$ cat src/rtl/as_mul_core_if.sv
// rtl/as_mul_core_if.sv - operand/result bundle for the complex arithmetic core
interface as_mul_core_if #(
  parameter int PART_LEN = 8
);
  logic                    in_valid;
  logic [2*PART_LEN-1:0]   a;
  logic [2*PART_LEN-1:0]   b;
  logic [1:0]              control_sig;
  logic [2*PART_LEN-1:0]   res;
  logic                    out_valid;

  modport master (
    output in_valid, a, b, control_sig,
    input  res, out_valid
  );

  modport slave (
    input  in_valid, a, b, control_sig,
    output res, out_valid
  );
endinterface

$ cat src/rtl/as_mul_core.sv
// rtl/as_mul_core.sv - registered complex add/sub/multiply core
module as_mul_core #(
  parameter int PART_LEN = 8
) (
  input  logic          clk,
  input  logic          rst_n,
  as_mul_core_if.slave  bus
);
  localparam int W = 2 * PART_LEN;

  logic signed [PART_LEN-1:0] a_re, a_im, b_re, b_im;
  logic signed [W-1:0]        a_re_x, a_im_x, b_re_x, b_im_x;
  logic signed [W-1:0]        p_rr, p_ii, p_ri, p_ir;
  logic        [PART_LEN-1:0] as_re, as_im, mul_re, mul_im;
  logic        [W-1:0]        result;
  logic                       opp, asn;

  assign a_re = bus.a[W-1:PART_LEN];
  assign a_im = bus.a[PART_LEN-1:0];
  assign b_re = bus.b[W-1:PART_LEN];
  assign b_im = bus.b[PART_LEN-1:0];
  assign opp  = bus.control_sig[1];
  assign asn  = bus.control_sig[0];

  assign as_re = asn ? PART_LEN'({a_re[PART_LEN-1], a_re} - {b_re[PART_LEN-1], b_re})
                     : PART_LEN'({a_re[PART_LEN-1], a_re} + {b_re[PART_LEN-1], b_re});
  assign as_im = asn ? PART_LEN'({a_im[PART_LEN-1], a_im} - {b_im[PART_LEN-1], b_im})
                     : PART_LEN'({a_im[PART_LEN-1], a_im} + {b_im[PART_LEN-1], b_im});

  // Sign-extend to product width so each product is exact before truncation.
  assign a_re_x = {{PART_LEN{a_re[PART_LEN-1]}}, a_re};
  assign a_im_x = {{PART_LEN{a_im[PART_LEN-1]}}, a_im};
  assign b_re_x = {{PART_LEN{b_re[PART_LEN-1]}}, b_re};
  assign b_im_x = {{PART_LEN{b_im[PART_LEN-1]}}, b_im};

  assign p_rr = a_re_x * b_re_x;
  assign p_ii = a_im_x * b_im_x;
  assign p_ri = a_re_x * b_im_x;
  assign p_ir = a_im_x * b_re_x;

  assign mul_re = PART_LEN'({p_rr[W-1], p_rr} - {p_ii[W-1], p_ii});
  assign mul_im = PART_LEN'({p_ri[W-1], p_ri} + {p_ir[W-1], p_ir});

  assign result = opp ? {as_re, as_im} : {mul_re, mul_im};

  always_ff @(posedge clk or negedge rst_n) begin
    if (!rst_n) begin
      bus.res       <= '0;
      bus.out_valid <= 1'b0;
    end else begin
      bus.out_valid <= bus.in_valid;
      if (bus.in_valid) begin
        bus.res <= result;
      end
    end
  end
endmodule

$ cat src/flat_wrapper.sv
// flat-port wrapper written by rule: the top's interface ports become plain ports
module as_mul_core_flat 
#(
  parameter int PART_LEN = 8
)
  (clk, rst_n, bus_in_valid, bus_a, bus_b, bus_control_sig, bus_res, bus_out_valid);
  as_mul_core_if #(.PART_LEN(PART_LEN)) bus_i ();
  input  logic clk;
  input  logic rst_n;
  input wire logic [$bits(bus_i.in_valid)-1:0] bus_in_valid;
  input wire logic [$bits(bus_i.a)-1:0] bus_a;
  input wire logic [$bits(bus_i.b)-1:0] bus_b;
  input wire logic [$bits(bus_i.control_sig)-1:0] bus_control_sig;
  output wire logic [$bits(bus_i.res)-1:0] bus_res;
  output wire logic [$bits(bus_i.out_valid)-1:0] bus_out_valid;
  assign bus_i.in_valid = bus_in_valid;
  assign bus_i.a = bus_a;
  assign bus_i.b = bus_b;
  assign bus_i.control_sig = bus_control_sig;
  assign bus_res = bus_i.res;
  assign bus_out_valid = bus_i.out_valid;
  as_mul_core #(.PART_LEN(PART_LEN)) u_core (.clk(clk), .rst_n(rst_n), .bus(bus_i));
endmodule
$ cat config.mk
export PLATFORM = sky130hd
export DESIGN_NAME = as_mul_core_flat
export DESIGN_NICKNAME = d
export VERILOG_FILES = /design/src/rtl/as_mul_core_if.sv /design/src/rtl/as_mul_core.sv /design/src/flat_wrapper.sv
export SDC_FILE = /design/constraint.sdc
export NUM_CORES = 1
export LEC_CHECK = 0
export ABC_CLOCK_PERIOD_IN_PS = 800
export BUFFER_PORTS_ARGS = -buffer_cell sky130_fd_sc_hd__buf_4
export CORE_MARGIN = 5
export CORE_UTILIZATION = 40
export DETAILED_ROUTE_END_ITERATION = 7
export PLACE_DENSITY = 0.65
export SETUP_SLACK_MARGIN = 0.02
export SYNTH_ARGS = -nofsm -noshare
export SYNTH_HDL_FRONTEND = slang
export SYNTH_SLANG_ARGS = --single-unit
$ cat constraint.sdc
create_clock -name clk -period 0.8 [get_ports clk]
set_input_delay 0.04 -clock clk [delete_from_list [all_inputs] [get_ports clk]]
set_output_delay 0.04 -clock clk [all_outputs]
set_load 0.05 [all_outputs]
# Word level (Yosys, flattened, before mapping)
# Index checks and enable logic that the tools add are counted.
dict set report classes {
  n_addsub 6
  n_mul 4
  div_mod_pow 0
  magnitude_cmp 0
  n_eq_ne 0
  shift 0
  n_mux 3
  bitwise_logic 0
  reduce_logical 0
}
# op n
set op_table {}
lappend op_table {{multiplier 8 x 8 -> 8 bit} 4}
lappend op_table {{adder 8 bit} 3}
lappend op_table {{subtractor 8 bit} 3}
lappend op_table {{2-to-1 mux 16 bit} 1}
lappend op_table {{2-to-1 mux 8 bit} 2}
dict set report word_totals {
  reg_bits 17
  latch_bits 0
  mem_bits_rw 0
  rom_bits 0
  input_bits 37
  output_inout_bits 17
  elab_cells 15
  n_memories 0
}

# Depth between registers and ports, before layout
dict set report logic_depth {
  depth_word 3
  mapped_depth 22
  mapped_depth_nobuf 21
}

# Worst setup path before layout
# No wires, ideal clock.
dict set report synth_path {
  kind {in2reg}
  start {in bus_b[3]}
  end {reg u_core.bus.res[7]}
  setup_ns 0.073
  arrival_ns 4.546
  required_ns 0.727
  slack_ns -3.820
  path_stages 19
  n_path_buf 1
  path_cell_list {clkbuf_1 and2_1 fa_1 inv_1 fa_1 fa_1 inv_1 fa_1 fa_1 inv_1 fa_1 xnor2_1 xnor2_1 xnor2_1 xnor2_1 xnor2_1 xnor2_1 o21a_1 a21oi_2}
}
dict set report synth_via {
  elab_chain_len 3
  word_cells_on_any_way 6
  cone_classes {add/sub (3); mul (1); mux (2)}
}
# element line_no
set synth_rtl {}
lappend synth_rtl {{start, declared} flat_wrapper.sv:12} ;# input wire logic [$bits(bus_i.b)-1:0] bus_b;
lappend synth_rtl {{multiplier 8 x 8 -> 8 bit, or another cell as far along} as_mul_core.sv:38} ;# assign p_ri = a_re_x * b_im_x;
lappend synth_rtl {{adder 8 bit / 2-to-1 mux 8 bit (equally long branches)} {as_mul_core.sv:42, as_mul_core.sv:27}}
lappend synth_rtl {{2-to-1 mux 16 bit *} as_mul_core.sv:44} ;# assign result = opp ? {as_re, as_im} : {mul_re, mul_im};
lappend synth_rtl {{end signal, assigned} as_mul_core.sv:53} ;# bus.res <= result;
lappend synth_rtl {{end, declared} as_mul_core_if.sv:19} ;# output res, out_valid
# Every way passes the cells marked *; elsewhere a longest branch is shown, timed or not.
# A chain may end at the register's enable or synchronous reset.

# Worst setup path after layout
dict set report layout_path {
  start {in bus_b[1]}
  end {reg u_core.bus.res[15]}
}
dict set report layout_via {
  elab_chain_len 3
}
# element line_no
set layout_rtl {}
lappend layout_rtl {{multiplier 8 x 8 -> 8 bit} as_mul_core.sv:37} ;# assign p_ii = a_im_x * b_im_x;
lappend layout_rtl {{subtractor 8 bit} as_mul_core.sv:41} ;# assign mul_re = PART_LEN'({p_rr[W-1], p_rr} - {p_ii[W-1], p_ii});
lappend layout_rtl {{2-to-1 mux 16 bit} as_mul_core.sv:44}
# No other way between the ends.

==> metrics.md <==
| Metric | Value |
|---|---|
| Status | complete, but fails checks |
| Failing checks | setup timing |
| Mean area per synthesized cell | 8.42 um2 |
| Synth Warn # | 0 |
| Yosys cell types | 30 |
| Clk_lat worst skew | 260 ps |
| Total gr overflow | 0 |
| CTS buffer count | 3 |
| Syn-to-layout area delta | 48.9% |
| Drt via density | 4.84 |
| Max incr delay on CP | 540 ps |
| Syn_nets | 863 |
| Clock Path Buffers | 2 |
| Final WS setup | -3360 ps |
| Wire per inst | 16.8 um |
| Crit path arrival time | 4300 ps |
| Final hold vios | 0 |
| Synth area leader | fa_1 |
| Synth area leaders | fa_1 (23%), ha_1 (21%), xnor2_1 (12%) |
| Vias in the first global route | 5438 |
| Placer congestion estimate | 0.940 |
| Max Slew Vio Count | 0 |
| CP Capture Type | flop |
| Synth cell count leaders | inv_1 (105), ha_1 (93), and2_1 (84), xnor2_1 (79), fa_1 (64) |
| First drt pass iteration count | 4 |
| CTS clk-pin slew, worst paths | 60 ps |
| Initial core utilization | 40.7% |
| Core area | 13800 um2 |
| Logic pwr share | 89.1% |
| DR iter-0 viols | 150 |
| Worst Skew | 0 ps |
| Syn Inst Count | 669 |
| Net Sw Frac | 45.8% |
| Sink Count | 17 |
| Tot GR Track Use | 20.9% |
| CTS tree | yes |
| Antenna cell count | 0 |
| CP max stage cell | fa_1 |
| Worst Path Required | 940 ps |
| # setup viols final | 33 |
| Yosys top cell area share | 22.7% |
| WHS | 134 ps |
| Max_cap viols | 0 |
| #FFs+latches synth | 17 |
| Critical R2R Launch | u_core.bus.res[6] |
| Row cnt | 43 |
| Via count | 4913 |
| Power Density | 2810 nW/um2 |
| Most frequent CP cell | fa_1 |
| Tot Pwr | 23.6 mW |
| Die Area | 16600 um2 |
| Worst Hold Class | in -> reg |
| CTS Root Cell | clkbuf_16 |
| Post-synthesis cell area | 5630 um2 |
| Antenna viol nets, final | 0 |
| R2R Path End | u_core.bus.res[6] |
| FF-to-FF setup slack | -30 ps |
| Port Buffers | 53 |
| Fin crit share | 520% |
| Hold Path Origin | bus_in_valid |
| Final Routed Wirelength | 17000 um |
| Hold Path End | u_core.bus.res[9] |
| Initial antenna violation count | 0 |
| Top FF cell, synth | dfrtp_1 |
| Critical path startpoint | bus_b[1] |
| Synth async-reset ratio | 100% |
| Layout cells sized above 1 | 40.1% |
| Remaining DRCs | 0 |
| Die X | 129 um |
| Area of placed instances | 7380 um2 |
| I/O pins | 54 |
| Nets | 1030 |
| CP cell instances | buf_8 -> buf_6 -> and2_4 -> fa_1 -> fa_2 -> ha_4 -> inv_2 -> fa_1 -> fa_1 -> inv_2 -> fa_1 -> inv_2 -> ha_4 -> inv_4 -> o21bai_1 -> a21oi_1 -> xnor2_1 -> xnor2_1 -> o21ai_1 -> o22ai_1 |
| Sequential Power Share | 6.3% |
| Final Cell Area | 8390 um2 |
| Cell depth of the worst hold path | 3 |
| Internal power | 12.8 mW |
| Critical path peak fanout | 4 |
| Sw power | 10.8 mW |
| Register area share after synthesis | 7.55% |
| CP startpoint kind | input pin |
| Post-synth EDFFs | 0 |
| Largest net degree at the start of global routing | 25 |
| First-pass GRT wire length | 27400 um |
| RSZ-0062 raised after global routing | true |
| Relative slew slack | 75.5% |
| Worst Path Class, Setup | in -> reg |
| Die Height | 129 um |
| Dpl hpwl | 14200 um |
| Cell depth of the worst flop-to-flop path | 3 |
| Max H-tree Level | 1 |
| Leakage | 3.91 nW |
| Post-layout min period | 4160 ps |
| Worst-margin pin slew | 362 ps |
| Clock share of power | 4.6% |
| Achievable Freq | 240 MHz |
| Most numerous cell in the Yosys netlist | inv_1 |
| VDD IR max | 5030 uV |
metal layers:
layer | part of all wire (%) | GRT usage [%]
met4 | 4.1 | 7.16
met5 | 0 | 0
met1 | 41 | 26.1
met2 | 52 | 37.9
met3 | 3.0 | 1.49
flip-flops by register name, summed over array words and instances, names as in the netlist:
register,count
u_core.bus.res,16
u_core.bus.out_valid,1
final cells by class:
type / instances / area, um2
clock buffer: 3 / 75.1
timing repair buffer: 189 / 1780
tap: 180 / 225
clock inverter: 1 / 7.51
sequential: 17 / 427
inverter: 105 / 407
multi-input combinational: 520 / 5460
fill: 1123 / 5440
repair_timing:
item                       4_1_cts  5_1_grt
hold buffers                     2        0
setup endpoints to repair       33       33
pin swaps                       64       60
buffers inserted                19        9
hold endpoints to repair        18        0
gates resized for setup        110       64
how the worst max path moves through the flow:
stage,to,slack [ps],cells past startpoint
floorplan,u_core.bus.res[7],-3560,19
global placement,u_core.bus.res[7],-3680,19
detailed placement,u_core.bus.res[15],-3790,18
CTS,u_core.bus.res[15],-3480,20
global route,u_core.bus.res[7],-3560,19
finish,u_core.bus.res[15],-3360,20
worst max-delay path, delay by kind of cell:
kind,cells,cell delay [ps]
simple gates,1,130
xor+xnor,2,280
fa+ha+maj,7,3030
compound gates,4,430
buf+inv,6,390
placed cells by master, fill, tap and decap left out, drive strengths merged:
master,synthesis,layout
clkbuf,19,3
inv,105,105
nor3,4,4
a21boi,2,2
dlygate4sd3,0,2
mux2,4,4
fa,64,64
and2,84,84
o22ai,1,1
a21oi,35,35
xor2,15,15
nor2,49,49
clkinvlp,0,1
xnor2,79,79
o21ai,5,5
nand2,58,58
nor2b,4,4
nor4b,2,2
a21o,6,6
dfrtp,17,17
o21bai,2,2
ha,93,93
o21a,3,3
nand2b,2,2
a31oi,2,2
buf,8,187
mux2i,6,6
stage by stage:
step / util, % / setup WS [ps] / std cells / setup TNS (ps)
global route: 60.7 / -3560 / 1015 / -40180
CTS: 58.2 / -3480 / 1009 / -38200
floorplan: - / -3560 / 669 / -35170
finish: 60.7 / -3360 / 1015 / -38090
detailed placement: 53.4 / -3790 / 984 / -42340
global placement: 53.4 / -3680 / 984 / -41930
power groups by stage:
stage          clock (mW)  combinational, mW  sequential (mW)
2_1_floorplan           0               11.1             2.56
3_3_place_gp            0               16.7             1.43
3_5_place_dp            0               17.0             1.44
4_1_cts              1.08               18.8             1.48
5_1_grt              1.13               22.8             1.52
6_report             1.08               21.0             1.49
kinds of logic after synthesis:
kind of cell / Yosys count / synth area share, %
and+or+nand+nor: 203 / 17.9
adders and majority gates: 157 / 43.4
buffers and inverters: 132 / 8.93
xor gates and xnor gates: 94 / 14.6
AOI/OAI and AO/OA: 56 / 5.69
DFF: 17 / 7.55
muxes: 10 / 1.87
Note: power is estimated with default switching activity, not from simulation.
